[src/rtl/dice_roll_ctrl.sv]
// dice_roll_ctrl: sequencing controller for the 8-bit dice LFSR.
//
// On roll_req the external LFSR is stepped STEPS_PER_DRAW times per draw attempt.
// lfsr_num[2:0] is then rejection-sampled into a fair die value 1..6. After
// MAX_REJECT rejected samples, a raw 0 is forced to 1 and a raw 7 is forced to 6.
// Two dice are drawn per roll. seed_req reloads the LFSR with a zero-safe seed.
//
// Optional feature macro: DICE_FREERUN_EN. When it is defined, the LFSR also
// advances while the controller is IDLE.
//
// Ports:
//   clock          system clock, rising edge
//   resetn         asynchronous active-low reset
//   seed_req       reseed pulse; seed_in is sampled with it
//   seed_in        seed value
//   roll_req       roll start pulse
//   lfsr_num       current (registered) LFSR state
//   lfsr_clock_en  LFSR advance enable
//   lfsr_load      one-cycle LFSR load strobe
//   lfsr_seed      seed presented with lfsr_load; holds the last loaded seed
//   busy           high in every state except IDLE
//   roll_valid     one-cycle pulse when die1/die2/sum are new
//   die1, die2     die values 1..6
//   sum            die1 + die2
module dice_roll_ctrl #(
  parameter int unsigned STEPS_PER_DRAW = 8,
  parameter int unsigned MAX_REJECT     = 3
) (
  input  logic       clock,
  input  logic       resetn,
  input  logic       seed_req,
  input  logic [7:0] seed_in,
  input  logic       roll_req,
  input  logic [7:0] lfsr_num,
  output logic       lfsr_clock_en,
  output logic       lfsr_load,
  output logic [7:0] lfsr_seed,
  output logic       busy,
  output logic       roll_valid,
  output logic [2:0] die1,
  output logic [2:0] die2,
  output logic [3:0] sum
);

  typedef enum logic [2:0] {StIdle, StLoad, StStep, StSample, StDone} state_e;

  localparam logic [3:0] StepReload = 4'(STEPS_PER_DRAW - 1);
  localparam logic [2:0] MaxReject  = 3'(MAX_REJECT);

  state_e     state_q, state_d;
  logic [3:0] step_cnt_q, step_cnt_d;
  logic [2:0] rej_cnt_q, rej_cnt_d;
  logic       die_idx_q, die_idx_d;
  logic [2:0] die1_nxt_q, die1_nxt_d;
  logic [2:0] die2_nxt_q, die2_nxt_d;
  logic [7:0] seed_q, seed_d;
  logic [2:0] die1_q, die1_d;
  logic [2:0] die2_q, die2_d;
  logic [3:0] sum_q, sum_d;
  logic       roll_valid_q, roll_valid_d;

  logic [2:0] sample_v;
  logic       sample_rej;
  logic [2:0] accept_v;

  // Only the low three bits feed the die draw.
  logic unused_lfsr_hi;
  assign unused_lfsr_hi = ^lfsr_num[7:3];

  always_comb begin
    state_d      = state_q;
    step_cnt_d   = step_cnt_q;
    rej_cnt_d    = rej_cnt_q;
    die_idx_d    = die_idx_q;
    die1_nxt_d   = die1_nxt_q;
    die2_nxt_d   = die2_nxt_q;
    seed_d       = seed_q;
    die1_d       = die1_q;
    die2_d       = die2_q;
    sum_d        = sum_q;
    roll_valid_d = 1'b0;

    sample_v   = lfsr_num[2:0];
    sample_rej = (sample_v == 3'd0) || (sample_v == 3'd7);
    // Forced value once the reject budget is spent: 0 -> 1, 7 -> 6.
    if (sample_rej) begin
      accept_v = (sample_v == 3'd0) ? 3'd1 : 3'd6;
    end else begin
      accept_v = sample_v;
    end

    unique case (state_q)
      StIdle: begin
        // A reseed wins over a simultaneous roll request; the roll is dropped.
        if (seed_req) begin
          seed_d  = (seed_in == 8'h00) ? 8'h01 : seed_in;
          state_d = StLoad;
        end else if (roll_req) begin
          step_cnt_d = StepReload;
          die_idx_d  = 1'b0;
          rej_cnt_d  = 3'd0;
          state_d    = StStep;
        end
      end
      StLoad: begin
        state_d = StIdle;
      end
      StStep: begin
        if (step_cnt_q == 4'd0) begin
          state_d = StSample;
        end else begin
          step_cnt_d = step_cnt_q - 4'd1;
        end
      end
      StSample: begin
        if (sample_rej && (rej_cnt_q < MaxReject)) begin
          rej_cnt_d  = rej_cnt_q + 3'd1;
          step_cnt_d = StepReload;
          state_d    = StStep;
        end else if (!die_idx_q) begin
          die1_nxt_d = accept_v;
          die_idx_d  = 1'b1;
          rej_cnt_d  = 3'd0;
          step_cnt_d = StepReload;
          state_d    = StStep;
        end else begin
          die2_nxt_d = accept_v;
          state_d    = StDone;
        end
      end
      StDone: begin
        die1_d       = die1_nxt_q;
        die2_d       = die2_nxt_q;
        sum_d        = {1'b0, die1_nxt_q} + {1'b0, die2_nxt_q};
        roll_valid_d = 1'b1;
        state_d      = StIdle;
      end
      default: begin
        state_d = StIdle;
      end
    endcase
  end

  always_ff @(posedge clock or negedge resetn) begin
    if (!resetn) begin
      state_q      <= StIdle;
      step_cnt_q   <= 4'd0;
      rej_cnt_q    <= 3'd0;
      die_idx_q    <= 1'b0;
      die1_nxt_q   <= 3'd0;
      die2_nxt_q   <= 3'd0;
      seed_q       <= 8'h01;
      die1_q       <= 3'd0;
      die2_q       <= 3'd0;
      sum_q        <= 4'd0;
      roll_valid_q <= 1'b0;
    end else begin
      state_q      <= state_d;
      step_cnt_q   <= step_cnt_d;
      rej_cnt_q    <= rej_cnt_d;
      die_idx_q    <= die_idx_d;
      die1_nxt_q   <= die1_nxt_d;
      die2_nxt_q   <= die2_nxt_d;
      seed_q       <= seed_d;
      die1_q       <= die1_d;
      die2_q       <= die2_d;
      sum_q        <= sum_d;
      roll_valid_q <= roll_valid_d;
    end
  end

  assign busy       = (state_q != StIdle);
  assign lfsr_load  = (state_q == StLoad);
  assign lfsr_seed  = seed_q;
  assign roll_valid = roll_valid_q;
  assign die1       = die1_q;
  assign die2       = die2_q;
  assign sum        = sum_q;

`ifdef DICE_FREERUN_EN
  assign lfsr_clock_en = (state_q == StStep) || (state_q == StIdle);
`else
  assign lfsr_clock_en = (state_q == StStep);
`endif

endmodule

[config.mk]
export PLATFORM = sky130hd
export DESIGN_NAME = dice_roll_ctrl
export DESIGN_NICKNAME = d
export VERILOG_FILES = /design/src/rtl/dice_roll_ctrl.sv
export SDC_FILE = /design/constraint.sdc
export NUM_CORES = 1
export LEC_CHECK = 0
export BUFFER_PORTS_ARGS = -buffer_cell sky130_fd_sc_hd__buf_2
export CAP_MARGIN = 20
export CORE_ASPECT_RATIO = 0.9
export CORE_MARGIN = 2
export CORE_UTILIZATION = 43
export DETAILED_ROUTE_END_ITERATION = 6
export GPL_ROUTABILITY_DRIVEN = 1
export HOLD_SLACK_MARGIN = 0.06
export PLACE_DENSITY = 0.67
export SLEW_MARGIN = 25
export SYNTH_ARGS = -nofsm -noshare
export SYNTH_HDL_FRONTEND = slang
export SYNTH_SLANG_ARGS = --single-unit
[constraint.sdc]
create_clock -name clock -period 2.8 [get_ports clock]
set_input_delay 0.14 -clock clock [delete_from_list [all_inputs] [get_ports clock]]
set_output_delay 0.14 -clock clock [all_outputs]
set_load 0.02 [all_outputs]
; Word-level counts from Yosys, hierarchy flattened
; Cells that the tools add are included.
[classes]
n_addsub = 3
multipliers = 0
div_mod_pow = 0
magnitude_cmp = 1
eq_ne = 12
n_shift = 0
muxes = 25
n_bitwise = 2
reduce_logical = 16
[ops]
columns = operator, count
row1 = 3-bit 2-to-1 mux, 11
row2 = 4-bit 2-to-1 mux, 5
row3 = 4-bit case mux with 3 select lines, 1
row4 = 3-bit case mux with 3 select lines, 1
row5 = 8-bit zero test, 1
row6 = 8-bit 2-to-1 mux, 1
row7 = "2-bit inequality test, second input constant", 4
row8 = 4-bit AND reduction, 2
row9 = "3-bit by 2-bit == test with 1-bit output, second input constant", 2
row10 = "3-bit == test, second input constant", 2
row11 = 3-bit zero test, 2
row12 = "3-bit inequality test, second input constant", 2
row13 = 3-bit case mux with 2 select lines, 1
row14 = 3-bit AND reduction, 2
row15 = 3-bit nonzero test, 2
row16 = 5-bit AND reduction, 1
row17 = 3-bit by 3-bit adder with 4-bit output, 1
row18 = 4-bit zero test, 1
row19 = 1-bit 2-to-1 mux, 4
row20 = 2-bit AND reduction, 2
row21 = "4-bit by 1-bit subtractor with 4-bit output, second input constant", 1
row22 = "3-bit by 1-bit adder with 3-bit output, second input constant", 1
row23 = "3-bit by 1-bit == test with 1-bit output, second input constant", 1
row24 = "3-bit by 2-bit < comparator with 1-bit output, second input constant", 1
row25 = 6 further kinds, 7
[totals]
ff_bits = 36
latch_bits = 0
ram_bits = 0
romBits = 0
wordCells = 70
mem_count = 0

; Longest topological paths before layout
[logic_depth]
ltp_word = 5
depth_mapped = 6
ltp_nobuf = 6

; Least setup slack after synthesis
; Ideal clock, no wire load.
[synth_path]
kind = register to register
start = register rej_cnt_q[0]
end = register step_cnt_q[0]
t_arrival_ns = 1.703
required_time_ns = 2.675
setup_slack_ns = 0.972
stages_incl_launch_ff = 6
synth_period_minus_slack_ns = 1.828
cell_sequence = dfrtp_1 -> a21o_2 -> o31a_1 -> buf_6 -> nor4_4 -> mux2_2
[synth_between]
elab_chain_cells = 4
elab_cells_between_ends = 6
cone_classes = order compare (1) / eq/ne (1) / mux (2) / reduce/logical (2)
[synth_lines]
columns = element, line
row1 = "start, declared", 52  ; logic [2:0] rej_cnt_q, rej_cnt_d;
row2 = "start signal, assigned", 160  ; rej_cnt_q <= rej_cnt_d;
row3 = 3-bit by 2-bit < comparator with 1-bit output *, 116  ; if (sample_rej && (rej_cnt_q < MaxReject)) begin
row4 = 1-bit logical AND *, 116
row5 = 3-bit inequality test (no line) / 4-bit 2-to-1 mux (equally long branches), -
row6 = 5-bit AND reduction (no line) / 4-bit case mux with 3 select lines (equally long branches), -
row7 = "end signal, assigned", 159  ; step_cnt_q <= step_cnt_d;
row8 = "end, declared", 51  ; logic [3:0] step_cnt_q, step_cnt_d;
; Mark *: on every way between the ends. The rest lies on a longest branch, timed or not.
; A chain may end at the register's enable or synchronous reset.

; Worst setup path after layout
[layout_path]
start = register state_q[2]
end = register step_cnt_q[0]
[layout_between]
elab_chain_cells = 3
elab_cells_between_ends = 10
cone_classes = eq/ne (6) / mux (1) / reduce/logical (3)
[layout_lines]
columns = element, line
row1 = "start, declared", 50  ; state_e state_q, state_d;
row2 = "start signal, assigned", 146  ; state_q <= StIdle;
row3 = "start signal, assigned", 158  ; state_q <= state_d;
row4 = 3-bit by 2-bit == test with 1-bit output / 3-bit zero test (equally long branches), 92  ; unique case (state_q)
row5 = 3-bit inequality test (no line) (tied with other cells), -
row6 = 5-bit AND reduction (no line), -
; Several ways; a longest one is shown, not always the timed one.

==> reports/summary.txt <==
Final Cell Area - 2003 um2
drt pass-1 iters - 4
CTS tree - yes
FP Rows - 21
total CTS buffers - 5
CP peak stage delay - 0.57 ns
Port Buffers - 36
switching power - 0.0008878 W
RSZ-0062 raised after global routing - no
Final ANT Viol Nets - 0
Initial Utilization - 45.09%
core box area - 3757 um2
Die Ht - 63.55 um
CTS resizes - 0
Post-Place Cells - 218
buffers from clock root to sink, at most - 2
first-pass GRT wire length - 5.161 mm
cell with the most instances after synthesis - dfrtp_1
final WL - 3.016 mm
synth top area cells - dfrtp_1 52%, mux2_2 15%, ha_1 4.4%
placed inst area - 1906 um2
remaining global-route overflow - 0
starting DRC count in detailed routing - 43
Max Transition Viols Final - 0
Worst Setup Start Kind - register
clk_skew - 0.005515 ns
final RePlAce weighted congestion - 0.7327
drt wl/cell - 13.29 um
worst path arrival time - 2.18 ns
layout cells sized above 1 - 38.67%
crit path max-delay cell type - dfrtp_1
Buf+Inv Stages, Crit Path - 0
Synth Net Count - 168
vias per cell - 5.216
Final period util - 71.60%
Synth cell types - 38
Core Util, Final - 53.31%
Peak Freq - 0.4988 GHz
Total GRT Usage - 14.69%
Ant. Diodes - 0
Cell Pwr Density - 1116 nW/um2
Static Leakage - 0.9703 nW
Yosys top cell area share - 51.70%
Max VDD drop - 0.4542 mV
total I/O pin count - 42
clk sink count - 36
top cell type by total area after synthesis - dfrtp_1
WS Path Type - reg -> reg
DRC - 0
Post-Syn Area per Cell - 12.02 um2
ys async rst share - 100.0%
combinational power share - 42.8%
Clock power frac - 16.1%
Final Power - 0.002235 W
CTS root buf - clkbuf_8
Flop pwr share - 41.1%
Crit. End Element - register
CP top delay family - simple AND/OR/NAND/NOR gates
non-filler cells in the finished layout - 227
Tightest Pin Transition - 0.7881 ns
fin nets - 207
DP HPWL - 2.206 mm
critical path peak fanout - 11
Post-synth EDFFs - 0
maxcap violations - 0
switching share of power - 39.71%
Die ar. - 4459 um2
CTS clk-pin slew, worst paths - 0.08 ns
Area growth syn-to-layout - 18.24%
outcome - finished, final reports clean
worst skew pair latency - 0.29 ns
Hold Path Class - in -> reg
top post-synthesis cells by count - 35 x dfrtp_1, 22 x mux2_2, 12 x inv_1, 7 x a21oi_1, 7 x nor2_1
Fin Setup TNS - 0 ns
Synth Flop Type - dfrtp_1
synth warn - 0
Gate Count Post-Synth - 141
post-synthesis sequential area ratio - 53.25%
Critical Path RT - 2.97 ns
r2r setup slk - 0.80 ns
Cell Int Power - 0.001348 W
final hold violation count - 0
fin crit period - 2.005 ns
worst rel slew slack - 47.46%
Post-Syn Area - 1694 um2
via count - 1,184
crit-path cells - and4b_1, o31a_1, nor4_4, mux2_2
endpoints failing setup - 0
flops & latches, synth - 36
largest net degree at the start of global routing - 37
die width - 70.17 um
antenna violations before repair - 0
H-tree levels - 2
vias in the first global route - 1,170
-- metal layers --
metal  wire length (um)  global-route usage, %  vias to the layer above
met5                  0                      0                        -
met4                 39                  6.731                        0
met3                162                  4.800                        4
met2               1463                  24.40                       34
met1               1351                  17.28                      565
li1                   -                      -                      581
-- path summary, 6_finish.rpt --
check | from | to | cells after the start
setup / recovery | state_q[2] | step_cnt_q[0] | 4
hold / removal | seed_in[1] | lfsr_seed[1] | 2
max in group asynchronous | resetn | lfsr_seed[7] | 2
setup reg to reg | state_q[2] | step_cnt_q[0] | 4
min in group asynchronous | resetn | step_cnt_q[2] | 2
hold reg to reg | die2[0] | die2[0] | 1
-- kinds of logic after synthesis --
logic type / Yosys count / synth area share [%]
AO/OA/AOI/OAI: 25 / 9.897
adder cells (fa/ha/maj): 7 / 5.613
buffers and inverters: 18 / 4.653
flip-flops: 36 / 53.25
multiplexers: 23 / 15.21
XOR/XNOR: 1 / 0.5171
AND/OR/NAND/NOR: 31 / 10.86
-- flip-flops by register name, indices dropped and copies added, names as in the netlist, 3 cells and up --
name        cells
state_q         3
sum             4
die2_nxt_q      3
die1            3
die2            3
step_cnt_q      4
lfsr_seed       8
rej_cnt_q       3
die1_nxt_q      3
-- per-stage QoR --
step	hold WS [ns]	setup slack (ns)
global route	0.09883	0.6920
finish	0.09679	0.7953
floorplan	-0.1556	0.9721
CTS	0.09597	0.7874
detailed placement	0.2704	0.8139
global placement	0.2549	0.8423
-- cell type report --
class / instances / area, um2
Sequential cell: 36 / 902.1
Fill cell: 336 / 1754
Inverter: 12 / 45.04
Multi-Input combinational cell: 87 / 713.2
Tap cell: 46 / 57.56
Clock inverter: 3 / 18.77
Timing Repair Buffer: 38 / 197.7
Clock buffer: 5 / 68.82
-- cells in the final DEF, fill, tap and decap left out, drive strengths merged, types with 3 or more instances in the layout --
| master | instances |
|---|---|
| buf | 37 |
| dfrtp | 35 |
| mux2 | 22 |
| inv | 12 |
| nor2 | 7 |
| a21oi | 7 |
| ha | 6 |
| nor3 | 5 |
| o21ai | 5 |
| clkbuf | 5 |
| nand2 | 4 |
| or3 | 4 |
| nor4 | 3 |
| clkinv | 3 |
-- power by group through the flow --
stage                     logic [W]  registers (W)  clock network [W]
after global placement     0.000943       0.000916                  0
after global routing        0.00106       0.000953           0.000394
after CTS                  0.000973       0.000919           0.000370
after floorplan            0.000585        0.00102                  0
after detailed placement   0.000968       0.000928                  0
final                      0.000956       0.000919           0.000360
-- what timing repair did --
| action | CTS | global route |
|---|---|---|
| hold buffers | 1 | 0 |
| setup buffers | 0 | 0 |
| hold endpoints to repair | 35 | 0 |
Note: power is estimated with default switching activity, not from simulation.
